[config.mk]
export PLATFORM = sky130hd
export DESIGN_NAME = pipelined_instruction_decoder
export DESIGN_NICKNAME = d
export VERILOG_FILES = /design/src/rtl/decoder_pkg.sv /design/src/rtl/reg_scoreboard.sv /design/src/rtl/pipelined_instruction_decoder.sv
export SDC_FILE = /design/constraint.sdc
export NUM_CORES = 1
export LEC_CHECK = 0
export ABC_CLOCK_PERIOD_IN_PS = 3000
export CAP_MARGIN = 20
export CORE_UTILIZATION = 43
export DETAILED_ROUTE_END_ITERATION = 7
export GPL_TIMING_DRIVEN = 0
export PLACE_DENSITY = 0.89
export SYNTH_ARGS = -nofsm -noshare
export SYNTH_HDL_FRONTEND = slang
export SYNTH_HIERARCHICAL = 1
export SYNTH_SLANG_ARGS = --single-unit
[constraint.sdc]
create_clock -name clk -period 3 [get_ports clk]
set_input_delay 0.3 -clock clk [delete_from_list [all_inputs] [get_ports clk]]
set_output_delay 0.3 -clock clk [all_outputs]
set_load 0.005 [all_outputs]
[src/rtl/decoder_pkg.sv]
// Shared field-layout helpers and mode encodings for the instruction decode stage.
// Field positions are derived from the instruction, opcode and register-address widths.
package decoder_pkg;

  localparam logic MODE_REG = 1'b0;
  localparam logic MODE_MEM = 1'b1;

  function automatic int imm_width(input int instr_w, input int opc_w, input int reg_aw);
    return instr_w - opc_w - 3 * reg_aw - 1;
  endfunction

  function automatic int rd_lsb(input int instr_w, input int opc_w, input int reg_aw);
    return instr_w - opc_w - reg_aw;
  endfunction

  function automatic int rs1_lsb(input int instr_w, input int opc_w, input int reg_aw);
    return instr_w - opc_w - 2 * reg_aw;
  endfunction

  function automatic int rs2_lsb(input int instr_w, input int opc_w, input int reg_aw);
    return instr_w - opc_w - 3 * reg_aw;
  endfunction

  // Replicates bit width-1 of val into every higher bit position.
  function automatic logic [63:0] sign_extend(input logic [63:0] val, input int width);
    logic [63:0] res;
    res = val;
    for (int i = 0; i < 64; i++) begin
      if (i >= width) res[i] = val[width-1];
    end
    return res;
  endfunction

endpackage

[src/rtl/reg_scoreboard.sv]
// Per-register pending-write tracker with three busy queries.
// Busy reflects this cycle's writeback clear; a same-cycle set and clear leaves the bit set.
module reg_scoreboard
  import decoder_pkg::*;
#(
  parameter int REG_AW      = 4,
  parameter int ZERO_REG_EN = 1
) (
  input  logic                   clk,
  input  logic                   rst,
  input  logic                   set_en,
  input  logic [REG_AW-1:0]      set_addr,
  input  logic                   clr_en,
  input  logic [REG_AW-1:0]      clr_addr,
  input  logic [REG_AW-1:0]      q1_addr,
  input  logic [REG_AW-1:0]      q2_addr,
  input  logic [REG_AW-1:0]      q3_addr,
  output logic [2**REG_AW-1:0]   pending,
  output logic                   q1_busy,
  output logic                   q2_busy,
  output logic                   q3_busy
);
  localparam int NUM_REGS = 2 ** REG_AW;
  localparam bit ZR       = (ZERO_REG_EN != 0);

  logic [NUM_REGS-1:0] pending_q, pending_d;
  logic [NUM_REGS-1:0] clr_mask, set_mask, after_clr;

  always_comb begin
    clr_mask = '0;
    set_mask = '0;
    if (clr_en) clr_mask[clr_addr] = 1'b1;
    if (set_en) set_mask[set_addr] = 1'b1;
    after_clr = pending_q & ~clr_mask;
    pending_d = after_clr | set_mask;
    if (ZR) begin
      after_clr[0] = 1'b0;
      pending_d[0] = 1'b0;
    end
  end

  assign q1_busy = after_clr[q1_addr];
  assign q2_busy = after_clr[q2_addr];
  assign q3_busy = after_clr[q3_addr];
  assign pending = pending_q;

  always_ff @(posedge clk) begin
    if (rst) pending_q <= '0;
    else     pending_q <= pending_d;
  end

endmodule

[src/rtl/pipelined_instruction_decoder.sv]
// Decode stage: splits an instruction into fields, holds one bundle, stalls fetch on RAW/WAW hazards.
// Latency 1 cycle; bundle held while out_ready is low, in_ready drops on hazard, flush or full output.
module pipelined_instruction_decoder
  import decoder_pkg::*;
#(
  parameter int INSTR_W     = 24,
  parameter int OPC_W       = 4,
  parameter int REG_AW      = 4,
  parameter int DATA_W      = 16,
  parameter int ZERO_REG_EN = 1
) (
  input  logic                  clk,
  input  logic                  rst,
  input  logic                  in_valid,
  output logic                  in_ready,
  input  logic [INSTR_W-1:0]    instruction,
  input  logic                  flush,
  output logic                  out_valid,
  input  logic                  out_ready,
  output logic [OPC_W-1:0]      op_select,
  output logic [REG_AW-1:0]     reg_write_addr,
  output logic [REG_AW-1:0]     reg_read_addr1,
  output logic [REG_AW-1:0]     reg_read_addr2,
  output logic [DATA_W-1:0]     imm,
  output logic                  mem_write,
  output logic                  reg_write_enable,
  input  logic                  wb_valid,
  input  logic [REG_AW-1:0]     wb_addr,
  output logic                  stall,
  output logic [2**REG_AW-1:0]  pending,
  output logic [15:0]           stall_count
);
  localparam int NUM_REGS = 2 ** REG_AW;
  localparam int IMM_W    = imm_width(INSTR_W, OPC_W, REG_AW);
  localparam int RD_LSB   = rd_lsb(INSTR_W, OPC_W, REG_AW);
  localparam int RS1_LSB  = rs1_lsb(INSTR_W, OPC_W, REG_AW);
  localparam int RS2_LSB  = rs2_lsb(INSTR_W, OPC_W, REG_AW);
  localparam bit ZR       = (ZERO_REG_EN != 0);

  if (IMM_W < 1 || IMM_W > DATA_W) begin : g_bad_imm_w
    $error("pipelined_instruction_decoder: immediate width %0d out of range 1..%0d", IMM_W, DATA_W);
  end

  logic [OPC_W-1:0]  opc_f;
  logic [REG_AW-1:0] rd_f, rs1_f, rs2_f;
  logic [IMM_W-1:0]  imm_f;
  logic              mode_f;

  assign opc_f  = instruction[INSTR_W-1 -: OPC_W];
  assign rd_f   = instruction[RD_LSB +: REG_AW];
  assign rs1_f  = instruction[RS1_LSB +: REG_AW];
  assign rs2_f  = instruction[RS2_LSB +: REG_AW];
  assign imm_f  = instruction[1 +: IMM_W];
  assign mode_f = instruction[0];

  logic              out_valid_q, out_valid_d;
  logic [OPC_W-1:0]  op_q, op_d;
  logic [REG_AW-1:0] rd_q, rd_d, rs1_q, rs1_d, rs2_q, rs2_d;
  logic [DATA_W-1:0] imm_q, imm_d;
  logic              mem_q, mem_d, rwe_q, rwe_d;
  logic [15:0]       stall_cnt_q, stall_cnt_d;

  logic sb_busy1, sb_busy2, sb_busy3;
  logic held_hit1, held_hit2, held_hit3;
  logic hazard, accept, issue;

  reg_scoreboard #(
    .REG_AW      (REG_AW),
    .ZERO_REG_EN (ZERO_REG_EN)
  ) u_scoreboard (
    .clk      (clk),
    .rst      (rst),
    .set_en   (issue && rwe_q),
    .set_addr (rd_q),
    .clr_en   (wb_valid),
    .clr_addr (wb_addr),
    .q1_addr  (rs1_f),
    .q2_addr  (rs2_f),
    .q3_addr  (rd_f),
    .pending  (pending),
    .q1_busy  (sb_busy1),
    .q2_busy  (sb_busy2),
    .q3_busy  (sb_busy3)
  );

  // The held bundle has not reached the scoreboard yet, so its rd is checked directly.
  assign held_hit1 = out_valid_q && rwe_q && (rd_q == rs1_f);
  assign held_hit2 = out_valid_q && rwe_q && (rd_q == rs2_f);
  assign held_hit3 = out_valid_q && rwe_q && (rd_q == rd_f);

  assign hazard   = sb_busy1 || sb_busy2 || sb_busy3 || held_hit1 || held_hit2 || held_hit3;
  assign in_ready = !flush && !hazard && (!out_valid_q || out_ready);
  assign accept   = in_valid && in_ready;
  assign issue    = out_valid_q && out_ready && !flush;
  assign stall    = in_valid && hazard && !flush;

  always_comb begin
    out_valid_d = out_valid_q;
    op_d        = op_q;
    rd_d        = rd_q;
    rs1_d       = rs1_q;
    rs2_d       = rs2_q;
    imm_d       = imm_q;
    mem_d       = mem_q;
    rwe_d       = rwe_q;
    if (flush) begin
      out_valid_d = 1'b0;
    end else if (accept) begin
      out_valid_d = 1'b1;
      op_d        = opc_f;
      rd_d        = rd_f;
      rs1_d       = rs1_f;
      rs2_d       = rs2_f;
      imm_d       = DATA_W'(sign_extend(64'(imm_f), IMM_W));
      mem_d       = (mode_f == MODE_MEM);
      rwe_d       = (mode_f == MODE_REG) && !(ZR && rd_f == '0);
    end else if (issue) begin
      out_valid_d = 1'b0;
    end
  end

  always_comb begin
    stall_cnt_d = stall_cnt_q;
    if (stall && stall_cnt_q != 16'hFFFF) stall_cnt_d = stall_cnt_q + 16'd1;
  end

  always_ff @(posedge clk) begin
    if (rst) begin
      out_valid_q <= 1'b0;
      op_q        <= '0;
      rd_q        <= '0;
      rs1_q       <= '0;
      rs2_q       <= '0;
      imm_q       <= '0;
      mem_q       <= 1'b0;
      rwe_q       <= 1'b0;
      stall_cnt_q <= '0;
    end else begin
      out_valid_q <= out_valid_d;
      op_q        <= op_d;
      rd_q        <= rd_d;
      rs1_q       <= rs1_d;
      rs2_q       <= rs2_d;
      imm_q       <= imm_d;
      mem_q       <= mem_d;
      rwe_q       <= rwe_d;
      stall_cnt_q <= stall_cnt_d;
    end
  end

  assign out_valid        = out_valid_q;
  assign op_select        = op_q;
  assign reg_write_addr   = rd_q;
  assign reg_read_addr1   = rs1_q;
  assign reg_read_addr2   = rs2_q;
  assign imm              = imm_q;
  assign mem_write        = mem_q;
  assign reg_write_enable = rwe_q;
  assign stall_count      = stall_cnt_q;

endmodule

==> key figures <==
Run status
  – Status: finished, final reports clean

Floorplanning
  – Row cnt: 31
  – I/O Pins: 103
  – CORE AREA: 0.00737 mm²
  – Die height: around 90 µm
  – Die Area: between 0.008 and 0.009 mm²
  – Die width: around 90 µm
  – Initial Utilization: 45.0%

Place
  – GPL Wtd Cong: 0.927
  – Post-DP HPWL: about 7400 µm
  – I/O Buffers: 101

STA
  – Pins Over Slew Limit: 0
  – Min Clock Period, post-route: 2.98 ns
  – Final hold vios: 0
  – Slew Limit Headroom: 57.5%
  – Unrepaired setup endpoints after global routing: yes
  – Fmax: roughly 340 MHz
  – Final setup fails: 0
  – Clock Skew: ~0.0065 ns
  – Worst-margin pin slew: ~0.64 ns
  – Crit share post-route: 99.5%

Yosys
  – Top FF cell, synth: dfxtp_1
  – Count leader, synth: dfxtp_1
  – Top post-synthesis cells by count: 57 x dfxtp_1, 51 x nor2_1, 31 x mux2i_1, 26 x nand2_1, 21 x a21oi_1
  – Yosys reg bits: 57
  – EDFF count, synth: 0
  – Top cells by area, synth: dfxtp_1 34%, mux2i_1 9.4%, nor2_1 5.8%
  – Syn_area_per_cell: 8.43 µm²
  – Post-synthesis cell count: a little under 400
  – Synth Cell Area: roughly 0.0033 mm²
  – Fraction of registers with async set/reset: 0%
  – Leading area contributor after synthesis: dfxtp_1
  – Post-synth top area share: between 30% and 40%
  – Synth Warn #: 6
  – Synth cell types: 57
  – Register area share after synthesis: 34.4%
  – Syn_nets: roughly 430

Power
  – Switching power: approximately 0.00051 W
  – Seq pwr share: between 40 and 50%
  – Internal Power: ~0.0015 W
  – Combinational group share of total power: approximately 18%
  – Max IR drop VDD: about 0.27 mV
  – Pwr Density: between 300 and 400 mW/mm²
  – Clock share of power: a little over two fifths
  – Switching Share: about 26%
  – Pleak: approximately 2.0 nW
  – Final Total Pwr: approximately 0.0020 W

Drt
  – Drt pass-1 iters: 5
  – Final ANT Viol Nets: 0
  – DR iter-0 viols: between 200 and 250
  – Average wire per cell in the routed design: 17.3 µm
  – Vias post-DR: about 3600
  – Residual DRC: 0
  – Wirelength, routed: 10800 µm
  – Via/cell ratio: between 5 and 6

Finish
  – Fin util: between 60% and 70%
  – Antenna cells: 0
  – Multi-input gate area: about 0.0021 mm²
  – Register area: 0.00114 mm²
  – Share of cells above drive strength 1: 19.6%
  – Post-layout net count: 555
  – Area growth syn-to-layout: 50.0%
  – Filler cell count: between 500 and 600

Min path
  – Min-delay src: instruction[16]
  – Worst hold path class: in2reg

Clock network
  – Worst-Skew Late Latency: approximately 0.34 ns
  – Bufs on Longest Clock Path: 2
  – Hold buffers post-CTS: 0
  – Worst-path clk slew: 0.07 ns
  – Total clock sinks: 57
  – H-tree levels: 3
  – CTS Buf Count: 9
  – CTS tree: done
  – CTS root buf: clkbuf_8

Global route
  – Initial antenna violation count: 0
  – First-pass GRT wire length: about 17000 µm
  – Total congestion overflow: 0
  – Gr usage total: about a quarter
  – Vias in the first global route: between 3000 and 4000
  – Pin count of the biggest net entering global routing: 13

Setup path
  – Worst Setup Start Kind: input pin
  – Crit path required time: ~2.7 ns
  – Critical Path Start: wb_addr[2]
  – Worst-path fanout max: 7
  – Setup crit end kind: output port
  – CP Class: in2out
  – Critical path arrival: between 2 and 3 ns
  – Critical R2R Launch: u_scoreboard/pending[15]$_SDFF_PP0_

Job
  – Max-Cap Viols: 0
==> per-stage QoR <==
stage          cell area [µm²]  setup slack (ns)  std cells  hold WS, ns  TNS (ns)
3_3_place_gp              4460             -1.02        593        0.474    -29.16
3_5_place_dp              4460             -1.03        593        0.484    -29.98
6_report                  4970            0.0154        624        0.288         0
4_1_cts                   4890            -0.133        621        0.368    -0.133
5_1_grt                   4970            -0.115        624        0.317    -0.170
2_1_floorplan             3330           0.00732        393        0.369         0
==> power by group through the flow <==
| stage | clock [W] | sequential [W] | combinational (W) |
|---|---|---|---|
| floorplan | 0 | 0.000810 | 0.000155 |
| global placement | 0 | 0.000813 | 0.000295 |
| detailed placement | 0 | 0.000814 | 0.000303 |
| CTS | 0.000840 | 0.000797 | 0.000334 |
| global route | 0.000876 | 0.000800 | 0.000376 |
| finish | 0.000826 | 0.000798 | 0.000353 |
==> registers in the layout (all words and copies together), names as in the netlist <==
register,cells
out_valid,1
reg_read_addr1,4
reg_write_enable,1
stall_count,16
mem_write,1
imm,7
reg_write_addr,4
reg_read_addr2,4
u_scoreboard/pending,15
op_select,4
==> kinds of logic after synthesis <==
family          Yosys count  synth area share (%)
buf+inv                  42                  7.36
xor+xnor                 16                  4.23
flops                    57                  34.4
compound gates           91                  18.8
simple gates            149                  23.5
fa+ha+maj                 1                 0.378
mux                      36                  11.2
other cells               1                 0.113
==> what timing repair did <==
action | CTS | global route
cloned | 1 | 0
setup buffers | 11 | 4
gates resized for setup | 73 | 23
pin swaps | 14 | 10
setup endpoints to repair | 44 | 22
==> final cells by class <==
| cell class | instances | share of cell area [%] |
|---|---|---|
| Timing Repair Buffer | 117 | 22.5 |
| Sequential cell | 57 | 23.0 |
| Tap cell | 99 | 2.49 |
| Inverter | 12 | 0.906 |
| Clock buffer | 11 | 3.05 |
| Multi-Input combinational cell | 294 | 42.0 |
| Clock inverter | 5 | 1.56 |
| Buffer | 29 | 4.56 |
==> worst max-delay path: stages <==
cell	delay [ns]
buf_8	0.11
buf_4	0.13
nor3b_4	0.27
nand2_1	0.17
a32oi_1	0.22
o21ai_0	0.13
a22o_1	0.23
or3_4	0.38
or4_4	0.43
and2_4	0.20
buf_6	0.11
==> layer usage <==
| layer | track usage (%) | share of wire, % | vias to the layer above | wire (µm) |
|---|---|---|---|---|
| li1 | - | - | 1674 | - |
| met1 | 29.9 | 39 | 1698 | 4170 |
| met2 | 47.6 | 51 | 194 | 5490 |
| met3 | 4.74 | 6.9 | 39 | 743 |
| met4 | 14.8 | 3.7 | 0 | 404 |
| met5 | 0 | 0 | - | 0 |
==> cell usage in the layout (no fill, tap or decap), types with 4 or more instances in the layout <==
| master | count |
|---|---|
| xor2_1 | 13 |
| a21oi_1 | 18 |
| nand4_1 | 4 |
| buf_4 | 29 |
| buf_2 | 4 |
| a22oi_1 | 5 |
| nand2_1 | 24 |
| clkbuf_8 | 14 |
| nor2_1 | 50 |
| o21ai_0 | 13 |
| dfxtp_1 | 55 |
| mux2_2 | 4 |
| mux2i_1 | 29 |
| a32oi_1 | 5 |
| nor2b_1 | 7 |
| or3_1 | 8 |
| clkdlybuf4s50_1 | 85 |
| nand3_1 | 12 |
| nor4_1 | 5 |
| a31oi_1 | 13 |
| dlygate4sd2_1 | 7 |
| nand2b_1 | 8 |
| nor3_1 | 4 |
| inv_1 | 12 |
| clkbuf_1 | 6 |
| and3_1 | 4 |
| buf_6 | 6 |
==> path summary, 6_finish.rpt <==
| check | to | slack (ns) | cells past startpoint |
|---|---|---|---|
| worst max register to register | reg_read_addr2[1]$_SDFFE_PP0P_ | 0.17 | 13 |
| worst min register to register | reg_read_addr2[0]$_SDFFE_PP0P_ | 0.50 | 2 |
| worst max-delay path | stall | 0.02 | 11 |
| worst min-delay path | reg_write_addr[0]$_SDFFE_PP0P_ | 0.29 | 3 |
Note: power is estimated with default switching activity, not from simulation.
